[config.mk]
export PLATFORM = sky130hd
export DESIGN_NAME = pipestage_skid_flat
export DESIGN_NICKNAME = d
export VERILOG_FILES = /design/src/rtl/pipestage_skid_if.sv /design/src/rtl/pipestage_skid.sv /design/src/flat_wrapper.sv
export SDC_FILE = /design/constraint.sdc
export NUM_CORES = 1
export LEC_CHECK = 0
export CAP_MARGIN = 20
export CORE_ASPECT_RATIO = 0.9
export CORE_MARGIN = 5
export CORE_UTILIZATION = 35
export DETAILED_ROUTE_END_ITERATION = 6
export SLEW_MARGIN = 20
export SYNTH_ARGS = -nofsm -noshare
export SYNTH_HDL_FRONTEND = slang
export SYNTH_SLANG_ARGS = --single-unit
[constraint.sdc]
create_clock -name clk -period 1.5 [get_ports clk]
set_input_delay 0.3 -clock clk [delete_from_list [all_inputs] [get_ports clk]]
set_output_delay 0.3 -clock clk [all_outputs]
set_load 0.02 [all_outputs]
[src/rtl/pipestage_skid_if.sv]
`default_nettype none
// ============================================================================
// Module  : pipestage_skid_if
// Purpose : Upstream/downstream handshake bundle for pipestage_skid.
//           stall_cnt is present only when PIPESTAGE_PERF_EN is defined.
// Revision: 1.0  initial release
// ============================================================================
interface pipestage_skid_if #(
    parameter int WIDTH = 71
) ();
    logic             flush;
    logic             in_valid;
    logic             in_ready;
    logic [WIDTH-1:0] in_data;
    logic             out_valid;
    logic             out_ready;
    logic [WIDTH-1:0] out_data;
    logic [1:0]       occ;
`ifdef PIPESTAGE_PERF_EN
    logic [15:0]      stall_cnt;

    modport slave (
        input  flush, in_valid, in_data, out_ready,
        output in_ready, out_valid, out_data, occ, stall_cnt
    );
    modport master (
        output flush, in_valid, in_data, out_ready,
        input  in_ready, out_valid, out_data, occ, stall_cnt
    );
`else
    modport slave (
        input  flush, in_valid, in_data, out_ready,
        output in_ready, out_valid, out_data, occ
    );
    modport master (
        output flush, in_valid, in_data, out_ready,
        input  in_ready, out_valid, out_data, occ
    );
`endif
endinterface
`default_nettype wire

[src/rtl/pipestage_skid.sv]
`default_nettype none
// ============================================================================
// Module  : pipestage_skid
// Purpose : Two-entry skid pipeline stage (main + skid register) with fully
//           registered in_ready, flush and optional stall counter
//           (macro PIPESTAGE_PERF_EN).
// Revision: 1.0  initial release
// ============================================================================
module pipestage_skid #(
    parameter int WIDTH = 71,
    parameter int CTRL  = 2
) (
    input  wire logic         clk,
    input  wire logic         clr,
    pipestage_skid_if.slave   bus
);

    typedef enum logic [1:0] {
        EMPTY = 2'd0,
        ONE   = 2'd1,
        TWO   = 2'd2
    } state_t;

    // Low CTRL bits of the payload are control bits that must read 0 when idle.
    localparam logic [WIDTH-1:0] c_ctrl_mask =
        (CTRL == 0) ? '0 : ({WIDTH{1'b1}} >> (WIDTH - CTRL));

    state_t           r_state;
    logic [WIDTH-1:0] r_main;
    logic [WIDTH-1:0] r_skid;
    logic             r_in_ready;
    logic             r_out_valid;
    logic [1:0]       r_occ;

    state_t           w_next_state;
    logic             w_accept;
    logic             w_transfer;
    logic             w_load_main;
    logic             w_load_skid;
    logic             w_main_from_skid;
    logic             w_clear_ctrl;

    assign w_accept   = bus.in_valid & r_in_ready;
    assign w_transfer = r_out_valid & bus.out_ready;

    always_comb begin
        w_next_state     = r_state;
        w_load_main      = 1'b0;
        w_load_skid      = 1'b0;
        w_main_from_skid = 1'b0;
        w_clear_ctrl     = 1'b0;
        case (r_state)
            EMPTY: begin
                if (w_accept) begin
                    w_load_main  = 1'b1;
                    w_next_state = ONE;
                end
            end
            ONE: begin
                if (w_accept && w_transfer) begin
                    w_load_main  = 1'b1;
                end else if (w_accept) begin
                    w_load_skid  = 1'b1;
                    w_next_state = TWO;
                end else if (w_transfer) begin
                    w_clear_ctrl = 1'b1;
                    w_next_state = EMPTY;
                end
            end
            TWO: begin
                if (w_transfer) begin
                    w_main_from_skid = 1'b1;
                    w_next_state     = ONE;
                end
            end
            default: begin
                w_clear_ctrl = 1'b1;
                w_next_state = EMPTY;
            end
        endcase
    end

    // Handshake outputs are decoded from the next state into flops so that
    // in_ready never has a combinational path from out_ready.
    always_ff @(posedge clk) begin
        if (clr) begin
            r_state     <= EMPTY;
            r_main      <= '0;
            r_skid      <= '0;
            r_in_ready  <= 1'b1;
            r_out_valid <= 1'b0;
            r_occ       <= 2'd0;
        end else if (bus.flush) begin
            r_state     <= EMPTY;
            r_main      <= r_main & ~c_ctrl_mask;
            r_in_ready  <= 1'b1;
            r_out_valid <= 1'b0;
            r_occ       <= 2'd0;
        end else begin
            r_state     <= w_next_state;
            r_in_ready  <= (w_next_state != TWO);
            r_out_valid <= (w_next_state != EMPTY);
            r_occ       <= w_next_state;
            if (w_load_main) begin
                r_main <= bus.in_data;
            end else if (w_main_from_skid) begin
                r_main <= r_skid;
            end else if (w_clear_ctrl) begin
                r_main <= r_main & ~c_ctrl_mask;
            end
            if (w_load_skid) begin
                r_skid <= bus.in_data;
            end
        end
    end

    assign bus.in_ready  = r_in_ready;
    assign bus.out_valid = r_out_valid;
    assign bus.out_data  = r_main;
    assign bus.occ       = r_occ;

`ifdef PIPESTAGE_PERF_EN
    logic [15:0] r_stall_cnt;

    // Saturating count of cycles where a held beat is back-pressured.
    always_ff @(posedge clk) begin
        if (clr) begin
            r_stall_cnt <= 16'd0;
        end else if (r_out_valid && !bus.out_ready && (r_stall_cnt != 16'hFFFF)) begin
            r_stall_cnt <= r_stall_cnt + 16'd1;
        end
    end

    assign bus.stall_cnt = r_stall_cnt;
`endif

endmodule
`default_nettype wire
[src/flat_wrapper.sv]
// flat-port wrapper written by rule: the top's interface ports become plain ports
module pipestage_skid_flat 
#(
    parameter int WIDTH = 71,
    parameter int CTRL  = 2
)
  (clk, clr, bus_flush, bus_in_valid, bus_in_data, bus_out_ready, bus_in_ready, bus_out_valid, bus_out_data, bus_occ);
  pipestage_skid_if #(.WIDTH(WIDTH)) bus_i ();
  input  wire logic clk;
  input  wire logic clr;
  input wire logic [$bits(bus_i.flush)-1:0] bus_flush;
  input wire logic [$bits(bus_i.in_valid)-1:0] bus_in_valid;
  input wire logic [$bits(bus_i.in_data)-1:0] bus_in_data;
  input wire logic [$bits(bus_i.out_ready)-1:0] bus_out_ready;
  output wire logic [$bits(bus_i.in_ready)-1:0] bus_in_ready;
  output wire logic [$bits(bus_i.out_valid)-1:0] bus_out_valid;
  output wire logic [$bits(bus_i.out_data)-1:0] bus_out_data;
  output wire logic [$bits(bus_i.occ)-1:0] bus_occ;
  assign bus_i.flush = bus_flush;
  assign bus_i.in_valid = bus_in_valid;
  assign bus_i.in_data = bus_in_data;
  assign bus_i.out_ready = bus_out_ready;
  assign bus_in_ready = bus_i.in_ready;
  assign bus_out_valid = bus_i.out_valid;
  assign bus_out_data = bus_i.out_data;
  assign bus_occ = bus_i.occ;
  pipestage_skid #(.WIDTH(WIDTH), .CTRL(CTRL)) u_core (.clk(clk), .clr(clr), .bus(bus_i));
endmodule
==> results.md, run 1 <==
| Quantity | This run |
| --- | --- |
| Global-route wire length before repair | 35.38 mm |
| Largest vdd supply drop | 647.9 uV |
| Most frequently used flop master after synthesis | sky130_fd_sc_hd__dfxtp_1 |
| Capturing point of the worst reg2reg path | u_core.r_skid[1]$_SDFFE_PP0P_ |
| Root Driver | sky130_fd_sc_hd__clkbuf_16 |
| Area delta synth->final | 37.87% |
| Max-slew violation count | 0 |
| Data arrival time of the worst path | 1.83 ns |
| Post-route cell area | 10460 sq um |
| Horizontal die dimension | 165.2 microns |
| Initial standard-cell utilization of the core | 35.27% |
| Number of antenna violations at the first check in global routing | 1 |
| Syn_area_per_cell | 9.967 sq um |
| Row count | 51 |
| Final Hold Slack | 0.3243 ns |
| Flops & latches, synth | 146 |
| DRC violation count after routing | 0 |
| Worst Path Buf+Inv | 4 |
| Ratio of cells with drive above 1 in the final layout | 14.24% |
| Post-route non-filler standard cell count | 1205 |
| CP required | 1.85 ns |
| Max-cap viol count | 0 |
| Ratio of routed vias to standard cells | 5.391 |
| Number of nets in the layout | 976 |
| Timing startpoint of the critical path | bus_out_ready |
| Ordered list of cells on the worst path | clkdlybuf4s50_1 -> a21bo_4 -> nor4_4 -> buf_6 -> buf_12 -> clkbuf_16 -> mux2i_1 |
| Final Setup Violations | 0 |
| Clock-pin slew on the worst setup and hold paths | 0.06 ns |
| FILL cells | 2023 |
| Area of the die | 24720 sq um |
| Class of the tightest hold or removal check | primary input to register |
| # clock sinks | 146 |
| Achievable clock frequency | 0.6735 GHz |
| Sequential cell area | 2928 sq um |
| Portion of the post-synthesis area used by sequential elements | 38.54% |
| Last element of the critical path | u_core.r_skid[1]$_SDFFE_PP0P_ |
| PortBufs | 150 |
| Hold-fix buffers at CTS | 0 |
| Cell with the most instances after synthesis | sky130_fd_sc_hd__dfxtp_1 |
| Leakage power | 3.622 nW |
| Deepest clock path buffer count | 2 |
| Final critical path time including I/O delays and setup | 1.485 ns |
| Standard cell with the maximum stage delay on the critical path | sky130_fd_sc_hd__clkdlybuf4s50_1 |
| FF-to-FF Start | u_core.r_state[0]$_SDFF_PP0_ |
| Placeable core region | 21500 sq um |
| Total detailed-routing wirelength | 22.91 mm |
| Detailed placer's ending HPWL | 13.95 mm |
| Worst-margin pin slew | 0.4845 ns |
| Gate count of the mapped netlist | 761 |
| Post-Synthesis Net Count | 837 |
| Top cell type's share of synthesized area | 38.54% |
| EDFF count, synth | 0 |
| Vertical die dimension | 149.7 microns |
| Total global-route track usage | 18.00% |
| Most used standard cells in the synthesized netlist | sky130_fd_sc_hd__dfxtp_1, sky130_fd_sc_hd__nand2b_1, sky130_fd_sc_hd__nand3b_1 |
| Path type of the worst setup path | primary input to register |
| Post-detailed-route count of antenna-violating nets | 0 |
| Pwr/cell area | 993.3 nW/um^2 |
| Worst Skew | 0.009618 ns |
| Gp weighted congestion | 0.7301 |
| Synth area leaders | sky130_fd_sc_hd__dfxtp_1, sky130_fd_sc_hd__nand3b_1, sky130_fd_sc_hd__nand2b_1 |
| Max incr delay on CP | 0.47 ns |
| Initial DRC count | 452 |
| Maximum number of pins on one net before global-route repair | 94 |
| # IOs | 151 |
| Area leader, netlist | sky130_fd_sc_hd__dfxtp_1 |
| Number of global-route vias before repair | 6276 |
| Reg2reg path depth | 6 |
| Flop-to-flop setup slack | 0.03 ns |
| TritonRoute pass-1 iters | 5 |
| RSZ-0062 raised after global routing | true |
| Netlist area before placement | 7585 sq um |
| Critical Path Start Type | primary input |
| Status | complete, no violations |
| Setup total negative slack | 0 ns |
| Final Util | 48.63% |
| Cell Count Post-Placement | 1156 |
| TritonCTS Buffers | 17 |
| Yosys warns | 0 |
| Total gr overflow | 0 |
| Kind of cell adding the most delay to the critical path | buffers and inverters |
| Crit. path cell count | 7 |
| Count of H-tree levels built during CTS | 4 |
| Netlist cell types | 33 |
| Post-detailed-route wirelength per cell | 19.01 microns |
| Clock latency on the worst-skew pair | 0.42 ns |
| Placed inst area | 9539 sq um |
| Area taken by multi-input logic gates | 4172 sq um |
| Async S/R FF share, synth | 0% |
| Worst relative slew slack | 67.70% |
| Maximum fanout along the worst path | 6 |
| Critical path capture point type | register |
| Clock tree from TritonCTS | built |
| Via count of the routed design | 6496 |
| Part of the cycle the worst path needs | 98.99% |
| Hold Violations, Final | 0 |
[metrics by stage]
stage          setup slack [ns]  power, mW
6_report                0.01519      10.39
4_1_cts                -0.04658      10.47
3_5_place_dp            -0.4423      5.974
5_1_grt                -0.05079      10.81
2_1_floorplan          0.006410      5.175
3_3_place_gp            -0.3772      5.964
[tightest hold or removal path, stage by stage]
cell and delay, ns:
sky130_fd_sc_hd__buf_6 0.09, sky130_fd_sc_hd__or2_4 0.24, sky130_fd_sc_hd__nor3_1 0.07
[repair_timing]
item / 4_1_cts / 5_1_grt
setup buffers: 4 / 4
cloned: 2 / 6
setup endpoints to repair: 123 / 132
gates resized for setup: 87 / 37
hold endpoints to repair: 0 / 0
pin swaps: 0 / 2
[sequential cells by signal, indices dropped and copies added, names as in the netlist]
| register | count |
|---|---|
| u_core.bus.out_data | 71 |
| u_core.bus.out_valid | 1 |
| u_core.r_state | 2 |
| u_core.bus.in_ready | 1 |
| u_core.r_skid | 71 |
[where the power goes]
part / internal (mW) / switching [mW]
sequential: 4.06 / 0.139
combinational: 0.797 / 0.828
clock: 2.88 / 1.69
total: 7.73 / 2.65
[final cells by class]
type                    instances  share of cell area [%]
clock inverters                 8                   1.173
multi-input cells             517                   39.89
repair buffers                216                   22.47
clock buffers                  24                   4.894
inverters                       2                 0.07179
well taps                     291                   3.482
diodes                          1                 0.02393
flip-flops and latches        146                   28.00
[routing by layer]
layer | vias up | wire length [microns] | global-route usage, %
li1 | 3176 | - | -
met1 | 3133 | 10910 | 25.69
met2 | 166 | 10240 | 27.04
met3 | 19 | 1480 | 4.930
met4 | 2 | 248 | 4.200
met5 | - | 20 | 0
[placed cells by master (no fill, tap or decap), drive strengths merged, types with 2 or more instances in the layout]
master / synthesis / layout
buf: 40 / 65
nand3b: 138 / 138
a32oi: 71 / 71
and2: 2 / 2
o221ai: 69 / 69
clkdlybuf4s15: 0 / 16
bufinv: 0 / 3
clkinv: 0 / 2
dfxtp: 146 / 146
nand2: 2 / 2
clkdlybuf4s50: 0 / 73
or3: 2 / 2
clkinvlp: 0 / 3
a21oi: 2 / 2
dlygate4sd2: 0 / 52
mux2i: 71 / 71
inv: 2 / 2
nand2b: 143 / 143
o32ai: 3 / 3
clkbuf: 56 / 34
[logic make-up (layout without fill, tap and decap cells)]
kind of cell / count (synthesis) / after routing / synth area share (%)
compound gates: 150 / 150 / 18.01
buf+inv: 98 / 250 / 7.225
flops: 146 / 146 / 38.54
mux: 72 / 72 / 9.518
other cells: 0 / 1 / 0
simple gates: 295 / 295 / 26.71
[how the worst min path moves through the flow]
stage,from,end,slack [ns],depth (start not counted)
detailed placement,u_core.r_skid[58]$_SDFFE_PP0P_,u_core.r_skid[58]$_SDFFE_PP0P_,0.46,2
floorplan,u_core.r_skid[37]$_SDFFE_PP0P_,u_core.r_skid[37]$_SDFFE_PP0P_,0.45,2
global placement,u_core.r_skid[24]$_SDFFE_PP0P_,u_core.r_skid[24]$_SDFFE_PP0P_,0.46,2
global route,clr,u_core.r_state[1]$_SDFF_PP0_,0.35,3
CTS,clr,u_core.r_state[1]$_SDFF_PP0_,0.31,3
finish,clr,u_core.r_state[1]$_SDFF_PP0_,0.32,3
Power figures use the tool's default switching activity.
==> inputs of run 2 (changes only) <==
SLEW_MARGIN = default   (was 20)
==> results of run 2 <==
No change in the layout: final DEF, timing and power equal those of run 1.
==> inputs of run 3 (changes only) <==
--- a/config.mk
+++ b/config.mk
@@ -12,2 +12,3 @@
 export DETAILED_ROUTE_END_ITERATION = 6
+export DONT_BUFFER_PORTS = 1
 export SYNTH_ARGS = -nofsm -noshare
==> constraint.sdc (replaced) <==
create_clock -name clk -period 1.5 [get_ports clk]
set_input_delay 0.225 -clock clk [delete_from_list [all_inputs] [get_ports clk]]
set_output_delay 0.225 -clock clk [all_outputs]
set_load 0.02 [all_outputs]
==> results.md, run 3 (synthesis results as in run 1) <==
| Quantity | This run | Delta |
| --- | --- | --- |
| Placeable core region | 21500 sq um | unchanged |
| Worst-margin pin slew | 0.8256 ns | +0.3412 ns |
| Max incr delay on CP | 0.36 ns | -0.11 ns |
| Worst relative slew slack | 44.78% | -23 points |
| Pwr/cell area | 1046 nW/um^2 | +5.3% |
| Post-detailed-route count of antenna-violating nets | 0 | unchanged |
| Sequential cell area | 2932 sq um | +0.13% |
| Hold depth | 2 | -1 |
| Cell Count Post-Placement | 992 | -14% |
| Root Driver | sky130_fd_sc_hd__clkbuf_16 |  |
| Initial standard-cell utilization of the core | 35.27% | unchanged |
| Part of the cycle the worst path needs | 99.80% | +0.81 points |
| Launch instance of the worst min-delay path | bus_in_data[59] |  |
| Reg2reg path depth | 5 | -1 |
| Horizontal die dimension | 165.2 microns | unchanged |
| Met3 Usage GRT | 6.004% | +1.1 points |
| Via count of the routed design | 6600 | +1.6% |
| Row count | 51 | unchanged |
| Met2 Track Usage GR | 29.92% | +2.9 points |
| # IOs | 151 | unchanged |
| Vertical die dimension | 149.7 microns | unchanged |
| Ordered list of cells on the worst path | a21bo_4 -> nor4_4 -> buf_4 -> clkbuf_16 -> mux2i_1 |  |
| Maximum number of pins on one net before global-route repair | 253 | +170% |
| # clock sinks | 146 | unchanged |
| # diodes | 0 | -1 |
| Setup total negative slack | 0 ns | unchanged |
| TritonCTS Buffers | 17 | unchanged |
| Global-route wire length before repair | 36.90 mm | +4.3% |
| Final critical path time including I/O delays and setup | 1.497 ns | +0.01222 ns |
| Largest vdd supply drop | 700.2 uV | +8.1% |
| DRC violation count after routing | 0 | unchanged |
| FF-to-FF Start | u_core.r_state[0]$_SDFF_PP0_ |  |
| Area taken by multi-input logic gates | 4219 sq um | +1.1% |
| PortBufs | 0 | -100% |
| Data arrival time of the worst path | 1.85 ns | +0.02 ns |
| Standard cell with the maximum stage delay on the critical path | sky130_fd_sc_hd__dfxtp_4 |  |
| CP required | 1.86 ns | about the same |
| Ratio of routed vias to standard cells | 5.749 | +6.6% |
| Total detailed-routing wirelength | 25.65 mm | +12% |
| TritonRoute pass-1 iters | 5 | unchanged |
| Count of H-tree levels built during CTS | 4 | unchanged |
| Area of the die | 24720 sq um | unchanged |
| Maximum fanout along the worst path | 7 | +1 |
| Number of nets in the layout | 920 | -5.7% |
| Number of antenna violations at the first check in global routing | 0 | -1 |
| Post-detailed-route wirelength per cell | 22.34 microns | +18% |
| Leakage power | 3.213 nW | -11% |
| Clock latency on the worst-skew pair | 0.42 ns | about the same |
| Clock-pin slew on the worst setup and hold paths | 0.07 ns | about the same |
| Most crowded layer after global routing | met2 |  |
| Critical Path Start Type | register |  |
| Number of global-route vias before repair | 6449 | +2.8% |
| Gp weighted congestion | 0.7201 | -1.4% |
| Initial DRC count | 491 | +8.6% |
| Flop-to-flop setup slack | 0.003 ns | -0.03 ns |
| Capturing point of the worst reg2reg path | u_core.r_skid[69]$_SDFFE_PP0P_ |  |
| Status | complete, no violations |  |
| RSZ-0062 raised after global routing | true |  |
| GR met1 Demand/Resource | 24.82% | -0.87 points |
| Worst Skew | 0.01339 ns | +0.003776 ns |
| Worst Path Buf+Inv | 2 | -2 |
| Final Hold Slack | 0.04710 ns | -0.2772 ns |
| Achievable clock frequency | 0.6680 GHz | -0.82% |
| Leading cell types in the layout, fill and taps excluded | sky130_fd_sc_hd__nand2b_1, sky130_fd_sc_hd__dfxtp_1, sky130_fd_sc_hd__nand3b_1 |  |
| FILL cells | 2011 | -0.59% |
| Hold Violations, Final | 0 | unchanged |
| Total gr overflow | 0 | unchanged |
| Kind of cell adding the most delay to the critical path | buffers and inverters |  |
| Critical path capture point type | register |  |
| Max-cap viol count | 0 | unchanged |
| Detailed placer's ending HPWL | 12.67 mm | -9.2% |
| Clock tree from TritonCTS | built |  |
| Post-route non-filler standard cell count | 1148 | -4.7% |
| Area delta synth->final | 33.27% |  |
| Max-slew violation count | 0 | unchanged |
| Ratio of cells with drive above 1 in the final layout | 14.35% | +0.11 points |
| Final Setup Violations | 0 | unchanged |
| Total global-route track usage | 18.78% | +0.78 points |
| Path type of the worst setup path | register to register |  |
| Worst hold path endpoint | u_core.bus.out_data[59]$_SDFFE_PP0P_ |  |
| Deepest clock path buffer count | 2 | unchanged |
| Class of the tightest hold or removal check | primary input to register |  |
run 3: cell types whose count changed in the layout (fill, tap and decap cells not counted), sizes merged:
cell	change
buf	-14
bufinv	+2
clkbuf	+1
clkdlybuf4s15	-16
clkdlybuf4s50	-73
clkinv	-1
clkinvlp	-2
diode	-1
dlygate4sd2	-52
dlygate4sd3	+98
inv	+1
run 3: per-layer routing:
metal	vias to the layer above	share of wire, %
met5	-	0
met4	0	1.5
met3	26	7.8
met2	224	47
met1	3295	44
li1	3055	-
run 3: through the flow:
stage | setup slack, ns | power, mW | util (%) | instance area, sq um
3_5_place_dp | 0.01463 | 5.306 | 36.74 | 7901
4_1_cts | 0.004079 | 10.43 | 44.47 | 9563
2_1_floorplan | 0.006410 | 5.175 | - | 7589
5_1_grt | -0.08564 | 10.97 | 47.01 | 10110
3_3_place_gp | 0.04343 | 5.295 | 36.74 | 7901
6_report | 0.002973 | 10.58 | 47.01 | 10110
run 3: area by class of cell:
cell class,instances,area share [%]
repair buffers,160,19.02
well taps,291,3.602
clock inverters,8,1.696
clock buffers,24,4.864
flip-flops and latches,146,29.00
inverters,2,0.07427
multi-input cells,517,41.74
run 3: power by group:
part           total [mW]  switching (mW)  internal, mW  leakage (nW)
combinational        1.30           0.564         0.732          1.70
sequential           4.40           0.347          4.05          1.19
clock                4.88            1.74          3.14         0.321
total                10.6            2.65          7.93          3.21
run 3: worst max path at each step:
stage	from	to	depth (start not counted)
2_1_floorplan	u_core.r_state[1]$_SDFF_PP0_	u_core.bus.out_data[64]$_SDFFE_PP0P_	6
3_3_place_gp	u_core.r_state[1]$_SDFF_PP0_	u_core.bus.out_data[34]$_SDFFE_PP0P_	4
3_5_place_dp	u_core.r_state[1]$_SDFF_PP0_	u_core.bus.out_data[26]$_SDFFE_PP0P_	4
4_1_cts	u_core.r_state[0]$_SDFF_PP0_	u_core.r_skid[36]$_SDFFE_PP0P_	5
5_1_grt	u_core.r_state[0]$_SDFF_PP0_	u_core.r_skid[36]$_SDFFE_PP0P_	5
6_report	u_core.r_state[0]$_SDFF_PP0_	u_core.r_skid[69]$_SDFFE_PP0P_	5
run 3: timing repair:
action / 4_1_cts / 5_1_grt
setup endpoints to repair: 0 / 132
setup buffers: 0 / 13
hold buffers: 98 / 1
hold endpoints to repair: 143 / 1
gates resized for setup: 0 / 24
run 3: worst reg2reg max path, stage by stage (launching register included):
cell and delay [ns]:
sky130_fd_sc_hd__dfxtp_4 0.36, sky130_fd_sc_hd__a21bo_4 0.26, sky130_fd_sc_hd__nor4_4 0.21, sky130_fd_sc_hd__buf_4 0.23
sky130_fd_sc_hd__clkbuf_16 0.17, sky130_fd_sc_hd__mux2i_1 0.19
